[config.mk]
export PLATFORM = sky130hd
export DESIGN_NAME = tau_mac_sched
export DESIGN_NICKNAME = d
export VERILOG_FILES = /design/src/rtl/tau_mac_sched.sv
export SDC_FILE = /design/constraint.sdc
export NUM_CORES = 1
export LEC_CHECK = 0
export BUFFER_PORTS_ARGS = -buffer_cell sky130_fd_sc_hd__clkbuf_2
export CAP_MARGIN = 5
export CORE_ASPECT_RATIO = 0.9
export CORE_MARGIN = 5
export CORE_UTILIZATION = 42
export DETAILED_ROUTE_END_ITERATION = 10
export PLACE_DENSITY = 0.69
export SLEW_MARGIN = 30
export SYNTH_ARGS = -nofsm -noshare
export SYNTH_HDL_FRONTEND = slang
export SYNTH_SLANG_ARGS = --single-unit
[constraint.sdc]
create_clock -name clk -period 2.37 [get_ports clk]
set_clock_uncertainty 0.15 [all_clocks]
set_input_delay 0.3555 -clock clk [delete_from_list [all_inputs] [get_ports clk]]
set_output_delay 0.3555 -clock clk [all_outputs]
set_load 0.005 [all_outputs]
[src/rtl/tau_mac_sched.sv]
// tau_mac_sched: round-robin scheduler sharing one tau_mac between NUM_REQ
// requesters. Each job is a stream of (a, b) pairs. The job clears the MAC,
// issues one start per pair, and returns the final sum tagged with the owner ID.
// Optional watchdog on the MAC wait: define TAU_MAC_SCHED_TIMEOUT_EN.
module tau_mac_sched #(
    parameter int NUM_REQ        = 2,
    parameter int BITWIDTH       = 8,
    parameter int OUT_WIDTH      = 16,
    parameter int MAX_LEN        = 16,
    parameter int ID_W           = $clog2(NUM_REQ),
    parameter int TIMEOUT_CYCLES = 64
) (
    input  logic                         clk,
    input  logic                         reset,
    input  logic [NUM_REQ-1:0]           req_valid,
    output logic [NUM_REQ-1:0]           req_ready,
    input  logic [NUM_REQ*BITWIDTH-1:0]  req_a,
    input  logic [NUM_REQ*BITWIDTH-1:0]  req_b,
    input  logic [NUM_REQ-1:0]           req_last,
    output logic                         mac_clr,
    output logic                         mac_start,
    output logic [BITWIDTH-1:0]          mac_a,
    output logic [BITWIDTH-1:0]          mac_b,
    input  logic                         mac_valid,
    input  logic [OUT_WIDTH-1:0]         mac_sum,
    output logic                         resp_valid,
    input  logic                         resp_ready,
    output logic [ID_W-1:0]              resp_id,
    output logic [OUT_WIDTH-1:0]         resp_sum,
    output logic                         resp_trunc,
    output logic                         resp_err,
    output logic                         busy
);

    localparam int CNT_W = $clog2(MAX_LEN + 1);

    typedef enum logic [2:0] {
        S_IDLE,
        S_CLEAR,
        S_FETCH,
        S_ISSUE,
        S_WAIT,
        S_RESP
    } state_t;

    state_t                 state_q;
    logic [ID_W-1:0]        rr_ptr_q;
    logic [ID_W-1:0]        owner_q;
    logic [CNT_W-1:0]       cnt_q;
    logic                   last_q;
    logic [NUM_REQ-1:0]     req_ready_q;
    logic                   mac_clr_q;
    logic                   mac_start_q;
    logic [BITWIDTH-1:0]    mac_a_q;
    logic [BITWIDTH-1:0]    mac_b_q;
    logic                   resp_valid_q;
    logic [ID_W-1:0]        resp_id_q;
    logic [OUT_WIDTH-1:0]   resp_sum_q;
    logic                   resp_trunc_q;
    logic                   busy_q;

    logic                   grant_found_d;
    logic [ID_W-1:0]        grant_id_d;
    logic [NUM_REQ-1:0]     owner_onehot;

    logic [BITWIDTH-1:0]    opa [NUM_REQ];
    logic [BITWIDTH-1:0]    opb [NUM_REQ];

    for (genvar g = 0; g < NUM_REQ; g++) begin : g_unpack
        assign opa[g] = req_a[g*BITWIDTH +: BITWIDTH];
        assign opb[g] = req_b[g*BITWIDTH +: BITWIDTH];
    end

    assign owner_onehot = NUM_REQ'(1) << owner_q;

`ifdef TAU_MAC_SCHED_TIMEOUT_EN
    localparam int TMO_W = $clog2(TIMEOUT_CYCLES + 1);
    logic [TMO_W-1:0] tmo_q;
    logic             resp_err_q;
    assign resp_err = resp_err_q;
`else
    assign resp_err = 1'b0;
`endif

    // Round-robin search: first valid requester at or after the pointer, wrapping.
    always_comb begin
        int unsigned idx;
        idx           = 0;
        grant_found_d = 1'b0;
        grant_id_d    = '0;
        for (int unsigned i = 0; i < NUM_REQ; i++) begin
            idx = (32'(rr_ptr_q) + i) % NUM_REQ;
            if (!grant_found_d && req_valid[ID_W'(idx)]) begin
                grant_found_d = 1'b1;
                grant_id_d    = ID_W'(idx);
            end
        end
    end

    // Job FSM; every output is a register updated on the transition into its state.
    always_ff @(posedge clk) begin
        if (reset) begin
            state_q      <= S_IDLE;
            rr_ptr_q     <= '0;
            owner_q      <= '0;
            cnt_q        <= '0;
            last_q       <= 1'b0;
            req_ready_q  <= '0;
            mac_clr_q    <= 1'b0;
            mac_start_q  <= 1'b0;
            mac_a_q      <= '0;
            mac_b_q      <= '0;
            resp_valid_q <= 1'b0;
            resp_id_q    <= '0;
            resp_sum_q   <= '0;
            resp_trunc_q <= 1'b0;
            busy_q       <= 1'b0;
`ifdef TAU_MAC_SCHED_TIMEOUT_EN
            tmo_q        <= '0;
            resp_err_q   <= 1'b0;
`endif
        end else begin
            // Pulses default low so each is high for exactly one state visit.
            mac_clr_q   <= 1'b0;
            mac_start_q <= 1'b0;
            case (state_q)
                S_IDLE: begin
                    if (grant_found_d) begin
                        owner_q   <= grant_id_d;
                        mac_clr_q <= 1'b1;
                        busy_q    <= 1'b1;
                        state_q   <= S_CLEAR;
                    end
                end
                S_CLEAR: begin
                    cnt_q       <= '0;
                    req_ready_q <= owner_onehot;
                    state_q     <= S_FETCH;
                end
                S_FETCH: begin
                    if (req_valid[owner_q]) begin
                        mac_a_q     <= opa[owner_q];
                        mac_b_q     <= opb[owner_q];
                        last_q      <= req_last[owner_q];
                        cnt_q       <= cnt_q + 1'b1;
                        req_ready_q <= '0;
                        mac_start_q <= 1'b1;
                        state_q     <= S_ISSUE;
                    end
                end
                S_ISSUE: begin
`ifdef TAU_MAC_SCHED_TIMEOUT_EN
                    tmo_q   <= '0;
`endif
                    state_q <= S_WAIT;
                end
                S_WAIT: begin
                    if (mac_valid) begin
                        if (last_q || (cnt_q == CNT_W'(MAX_LEN))) begin
                            resp_sum_q   <= mac_sum;
                            resp_id_q    <= owner_q;
                            resp_trunc_q <= !last_q;
                            resp_valid_q <= 1'b1;
`ifdef TAU_MAC_SCHED_TIMEOUT_EN
                            resp_err_q   <= 1'b0;
`endif
                            state_q      <= S_RESP;
                        end else begin
                            req_ready_q <= owner_onehot;
                            state_q     <= S_FETCH;
                        end
                    end
`ifdef TAU_MAC_SCHED_TIMEOUT_EN
                    else if (tmo_q == TMO_W'(TIMEOUT_CYCLES - 1)) begin
                        resp_sum_q   <= '0;
                        resp_id_q    <= owner_q;
                        resp_trunc_q <= 1'b0;
                        resp_err_q   <= 1'b1;
                        resp_valid_q <= 1'b1;
                        state_q      <= S_RESP;
                    end else begin
                        tmo_q <= tmo_q + 1'b1;
                    end
`endif
                end
                S_RESP: begin
                    if (resp_ready) begin
                        resp_valid_q <= 1'b0;
                        rr_ptr_q     <= (owner_q == ID_W'(NUM_REQ - 1)) ? '0
                                        : ID_W'(owner_q + 1'b1);
                        busy_q       <= 1'b0;
                        state_q      <= S_IDLE;
                    end
                end
                default: begin
                    state_q <= S_IDLE;
                end
            endcase
        end
    end

    assign req_ready  = req_ready_q;
    assign mac_clr    = mac_clr_q;
    assign mac_start  = mac_start_q;
    assign mac_a      = mac_a_q;
    assign mac_b      = mac_b_q;
    assign resp_valid = resp_valid_q;
    assign resp_id    = resp_id_q;
    assign resp_sum   = resp_sum_q;
    assign resp_trunc = resp_trunc_q;
    assign busy       = busy_q;

endmodule

==> results of run 1 <==
-- power groups by stage --
stage	Combinational, mW	Clock, mW	Sequential (mW)
2_1_floorplan	0.255	0	0.950
4_1_cts	0.339	0.624	0.944
5_1_grt	0.375	0.662	0.952
6_report	0.333	0.601	0.943
3_5_place_dp	0.336	0	0.963
3_3_place_gp	0.332	0	0.962
-- layout make-up --
class                           count  share of cell area
Tap cell                           67              0.0287
Sequential cell                    51               0.350
Clock inverter                      3              0.0150
Multi-Input combinational cell    157               0.401
Timing Repair Buffer               99               0.173
Clock buffer                        5              0.0236
Inverter                            7             0.00901
-- synthesized netlist by cell type, types with 2 or more instances --
library cell	n
a211oi_1	9
a211oi_2	11
a21boi_0	2
a21o_1	2
a21oi_1	8
buf_1	2
buf_12	2
buf_2	3
buf_4	4
buf_6	2
clkbuf_1	4
dfxtp_1	51
ha_1	2
inv_1	7
mux2i_1	36
nand2_1	3
nand2b_1	2
nand3_1	2
nor2_1	36
nor2_2	11
nor2b_1	3
nor3_1	3
o21ai_0	6
or3_1	3
-- metal layers --
layer,up-vias,global-route usage
met5,-,0
li1,985,-
met2,48,0.224
met1,840,0.178
met4,0,0.0559
met3,8,0.0406
-- metrics by stage --
stage               cell area (um^2)  hold WS, ns  total power [mW]  cells  setup WS (ns)
CTS                             2920        0.116              1.91    389          0.426
global route                    2920        0.119              1.99    389          0.237
global placement                2810        0.297              1.29    381          0.463
finish                          2920        0.124              1.88    389          0.428
detailed placement              2810        0.303              1.30    381          0.441
floorplan                       2350        0.296              1.21    233          0.526
-- layout by cell type (no fill, tap or decap), types with 2 or more instances in the layout --
cell type,synthesis,final
nor2_1,36,36
clkbuf_8,0,5
buf_4,4,4
nand2_1,3,3
o21ai_0,6,6
nor3_1,3,3
a211oi_1,9,9
inv_1,7,7
ha_1,2,2
nor2_2,11,11
a21o_1,2,2
clkbuf_2,0,95
nand3_1,2,2
nand2b_1,2,2
nor2b_1,3,3
a211oi_2,11,11
a21oi_1,8,8
dfxtp_1,51,51
a21boi_0,2,2
mux2i_1,36,36
or3_1,3,3
-- kinds of logic (layout without fill, tap and decap cells) --
| group | Yosys count | in the layout |
|---|---|---|
| AND/OR/NAND/NOR | 72 | 72 |
| flip-flops | 51 | 51 |
| AO/OA/AOI/OAI | 44 | 44 |
| multiplexers | 38 | 38 |
| buffers and inverters | 25 | 114 |
| adder cells (fa/ha/maj) | 2 | 2 |
| other | 1 | 1 |
-- worst min-delay path: cells and delay by family --
family	cells	cell delay (ns)
buffers and inverters	1	0.07
and+or+nand+nor	1	0.07
muxes	1	0.05
-- final timing paths --
kind                                to                     from  cells after the start
max          resp_sum[14]$_SDFFE_PP0P_    cnt_q[0]$_SDFFE_PP0P_                      7
min reg2reg    resp_valid$_SDFFE_PP0P_  resp_valid$_SDFFE_PP0P_                      2
max reg2reg  resp_sum[14]$_SDFFE_PP0P_    cnt_q[0]$_SDFFE_PP0P_                      7
min           resp_sum[2]$_SDFFE_PP0P_               mac_sum[2]                      3
-- registers in the layout, indices dropped and copies added, names as in the netlist, 2 cells and up --
| name | cells |
|---|---|
| state_q | 3 |
| req_ready | 2 |
| cnt_q | 5 |
| mac_b | 8 |
| resp_sum | 16 |
| mac_a | 8 |
==> impl_metrics.yaml, run 1 <==
timing:
  period_share: 0.819
  fin_setup_tns_ns: 0
  drv_slew: 0
  finalHoldViolCount: 0
  max_clock_freq_ghz: 0.515
  finalSetupViolations: 0
  period_needed_ns: 1.94
  grt_setup_unrepaired: "false"
logic_synthesis:
  ys.flop_type: "dfxtp_1"
  synthMuxAreaShare: 0.164
  netlist_instances: 233
  yosysWarnings: 0
  synth_compound_area_frac: 0.156
  yosys.area_share.adder: 0.0106
  synth_cell_types: 43
  ys_ff_latch: 51
  yosys.area_share.simple: 0.162
  async_flop_share: 0
  synth_top_area_cell: "dfxtp_1"
  synthXorXnorAreaFrac: 0
  synth_top_family_by_area: "multiplexers"
  synth_enable_flop_cells: 0
  syn_area_per_cell_um2: 10.1
  yosysSeqAreaShare: 0.434
  synth_area_leaders: "dfxtp_1 43%, mux2i_1 15%, a211oi_2 5.8%"
  synthesis.area_um2: 2350
  yosysTopAreaCellShare: 0.434
  syn-num-nets: 291
power:
  p_seq_frac: 0.502
  cellPowerDensity_nw_per_um2: 643
  comb_power_share: 0.177
  swShare: 0.265
  clock_power_share: 0.320
  internal_power_mw: 1.38
  vdd_drop_max_mv: 0.436
  p_sw_mw: 0.498
  p_leak_nw: 1.36
setup_path:
  cp_slowest_cell: "dfxtp_1"
  cpPeakStageDelay_ns: 0.40
  worstPathMaxFanout: 19
  startpoint_type: "flop"
  worst_path_dominant_cell_family: "flip-flops"
  cp_data_arrival_time_ns: 2.00
  path_buf_inv: 2
  crit_type: "reg -> reg"
  critical_path_required_ns: 2.43
  crit_chain: "inv_1 > ha_1 > and4bb_2 > o2111ai_2 > buf_4 > mux2i_1 > nor2_1"
  ff2ff_setup_slack_ns: 0.43
  end_kind: "flop"
detailed_routing:
  top_layer: "met4"
  dr.pass1.iters: 4
  routed_via_density: 4.84
  antenna_left: 0
  vias: 1881
  wl_per_cell_um: 12.6
  wl_mm: 4.89
  wl_met2_mm: 2.34
  route.detailed.drc: 0
  wl_met1_mm: 2.18
  drt_iter0_drc: 73
  met3WireLength_um: 289
floorplanning:
  ios: 97
  die_height_um: 81.0
  initial_utilization: 0.440
  rows: 25
  core_um2: 5350
  die_area_um2: 7210
  die_w_um: 88.9
finish:
  syn2layout_area_growth_pct: 23.9
  num-nets-final: 379
  utilization: 0.545
  multi_input_area_um2: 1170
  layout-drive-gt1-share: 0.438
  final-seq-area_um2: 1020
  n_antenna_cell: 0
  fillCellCount: 502
clock_network:
  htree_levels: 2
  clkSinkCount: 51
  cts_tree: "built"
  cts_resized: 0
  cts_made_buffers: 5
  clk_latency_ns: 0.30
  post_cts_buffers: 0
  cts_root_buf: "clkbuf_8"
  clk_pin_slew_ns: 0.09
  postCtsHoldBufs: 0
  cts_buffer_depth: 2
grt:
  grt_start_max_net_pins: 38
  grt_pass1_vias: 1821
  gr-total-overflow: 0
  grt_pass1_wl_mm: 7.99
  antenna_found_initial: 0
  grt.total_usage: 0.140
placed_design:
  gp_congestion: 0.707
  dp_hpwl_mm: 3.68
  portBuffers: 95
run_status:
  status: "completed"
min_path:
  min_path_type: "in -> reg"
run:
  maxCapViolations: 0
Power figures use the tool's default switching activity.
==> inputs of run 2 (changes only) <==
==> constraint.sdc (replaced) <==
create_clock -name clk -period 2 [get_ports clk]
set_clock_uncertainty 0.15 [all_clocks]
set_input_delay 0.3 -clock clk [delete_from_list [all_inputs] [get_ports clk]]
set_output_delay 0.3 -clock clk [all_outputs]
set_load 0.005 [all_outputs]
==> impl_metrics.yaml, run 2 (synthesized netlist as in run 1, its figures left out) <==
run_status:
  status: "completed"
finish:
  fillCellCount: 491
  layout-drive-gt1-share: 0.446
  syn2layout_area_growth_pct: 27.1
  stdcell_count: 394
  n_antenna_cell: 0
  final-seq-area_um2: 1020
  largest_reg_flops: 16
  layout_commonest_cell: "clkbuf_2"
  num-nets-final: 384
  final_cell_mix: "95 x clkbuf_2, 51 x dfxtp_1, 36 x nor2_1, 36 x mux2i_1"
  multi_input_area_um2: 1170
floorplanning:
  ios: 97
  die_area_um2: 7210
  die_height_um: 81.0
  rows: 25
  initial_utilization: 0.440
  die_w_um: 88.9
  core_um2: 5350
clock_network:
  clk_latency_ns: 0.31
  htree_levels: 2
  clk_pin_slew_ns: 0.10
  cts_root_buf: "clkbuf_8"
  cts_tree: "built"
  cts_buffer_depth: 2
  postCtsHoldBufs: 0
  clkSinkCount: 51
  cts_made_buffers: 5
  post_cts_buffers: 0
  cts_resized: 0
timing:
  period_needed_ns: 1.82
  fin_setup_tns_ns: 0
  period_share: 0.911
  max_clock_freq_ghz: 0.549
  finalSetupViolations: 0
  finalHoldViolCount: 0
  drv_slew: 0
  fin_hold_ws_ns: 0.0679
  grt_setup_unrepaired: "false"
power:
  p_leak_nw: 1.40
  cellPowerDensity_nw_per_um2: 753
  power_mw: 2.25
  vdd_drop_max_mv: 0.387
grt:
  gr-total-overflow: 0
  use_met3: 0.0385
  grt_pass1_vias: 1949
  grt-busiest-layer: "met2"
  grt_pass1_wl_mm: 8.85
  grtUsageMet2: 0.257
  grt_start_max_net_pins: 23
  grt.total_usage: 0.156
  met1_usage: 0.192
  antenna_found_initial: 0
detailed_routing:
  drt_iter0_drc: 65
  wl_per_cell_um: 12.9
  routed_via_density: 4.95
  route.detailed.drc: 0
  vias: 1949
  wl_mm: 5.09
  antenna_left: 0
  dr.pass1.iters: 4
placed_design:
  gp_congestion: 0.768
  portBuffers: 95
  dp.cells: 386
  dp_hpwl_mm: 3.92
setup_path:
  worstPathMaxFanout: 3
  worst_path_dominant_cell_family: "simple AND/OR/NAND/NOR gates"
  cp_data_arrival_time_ns: 1.87
  cpPeakStageDelay_ns: 0.37
  end_kind: "flop"
  cp_slowest_cell: "dfxtp_1"
  path_buf_inv: 1
  crit_type: "reg -> reg"
  startpoint_type: "flop"
  crit_chain: "inv_1 > ha_1 > and4bb_2 > nor2_1 > a41oi_2 > mux2_2"
  critical_path_required_ns: 2.05
run:
  maxCapViolations: 0
min_path:
  min_path_type: "in -> reg"
==> run 2: changes by cell type in the layout (fill, tap and decap cells not counted), sizes merged <==
cell	before	now
buf	4	9
==> run 2: area by class of cell <==
class                      instances  area share
clock buffer                       5      0.0230
clock inverter                     3      0.0146
inverter                           7     0.00878
multi-input combinational        157       0.390
sequential                        51       0.341
tap                               67      0.0280
timing repair buffer             104       0.194
==> run 2: worst reg2reg max path, cell delays in order (launching register included) <==
cell	delay (ns)
dfxtp_1	0.37
inv_1	0.07
ha_1	0.17
and4bb_2	0.24
nor2_1	0.22
a41oi_2	0.19
mux2_2	0.31
==> run 2: power breakdown <==
part	switching (mW)	internal (mW)	leakage, nW
sequential	0.0460	1.07	0.413
clock	0.341	0.373	0.0581
combinational	0.213	0.211	0.925
==> run 2: path summary, 6_finish.rpt <==
| kind | start | end | slack [ns] | cells after the start |
|---|---|---|---|---|
| setup reg to reg | cnt_q[1]$_SDFFE_PP0P_ | req_ready[0]$_SDFFE_PP0P_ | 0.18 | 6 |
| hold reg to reg | resp_valid$_SDFFE_PP0P_ | resp_valid$_SDFFE_PP0P_ | 0.31 | 2 |
| hold / removal | mac_sum[15] | resp_sum[15]$_SDFFE_PP0P_ | 0.07 | 3 |
| setup / recovery | cnt_q[1]$_SDFFE_PP0P_ | req_ready[0]$_SDFFE_PP0P_ | 0.18 | 6 |
==> run 2: metal layers <==
| layer | routed length, um | share of wire |
|---|---|---|
| met5 | 0 | 0 |
| met2 | 2470 | 0.49 |
| met4 | 107 | 0.021 |
| met3 | 226 | 0.044 |
| met1 | 2290 | 0.45 |
==> run 2: metrics by stage <==
| stage | instance area (um^2) | worst slack [ns] | utilization |
|---|---|---|---|
| after floorplan | 2350 | 0.156 | - |
| after global placement | 2880 | 0.237 | 0.538 |
| after detailed placement | 2880 | 0.206 | 0.538 |
| after CTS | 2990 | 0.183 | 0.560 |
| after global routing | 2990 | 0.0678 | 0.560 |
| final | 2990 | 0.178 | 0.560 |
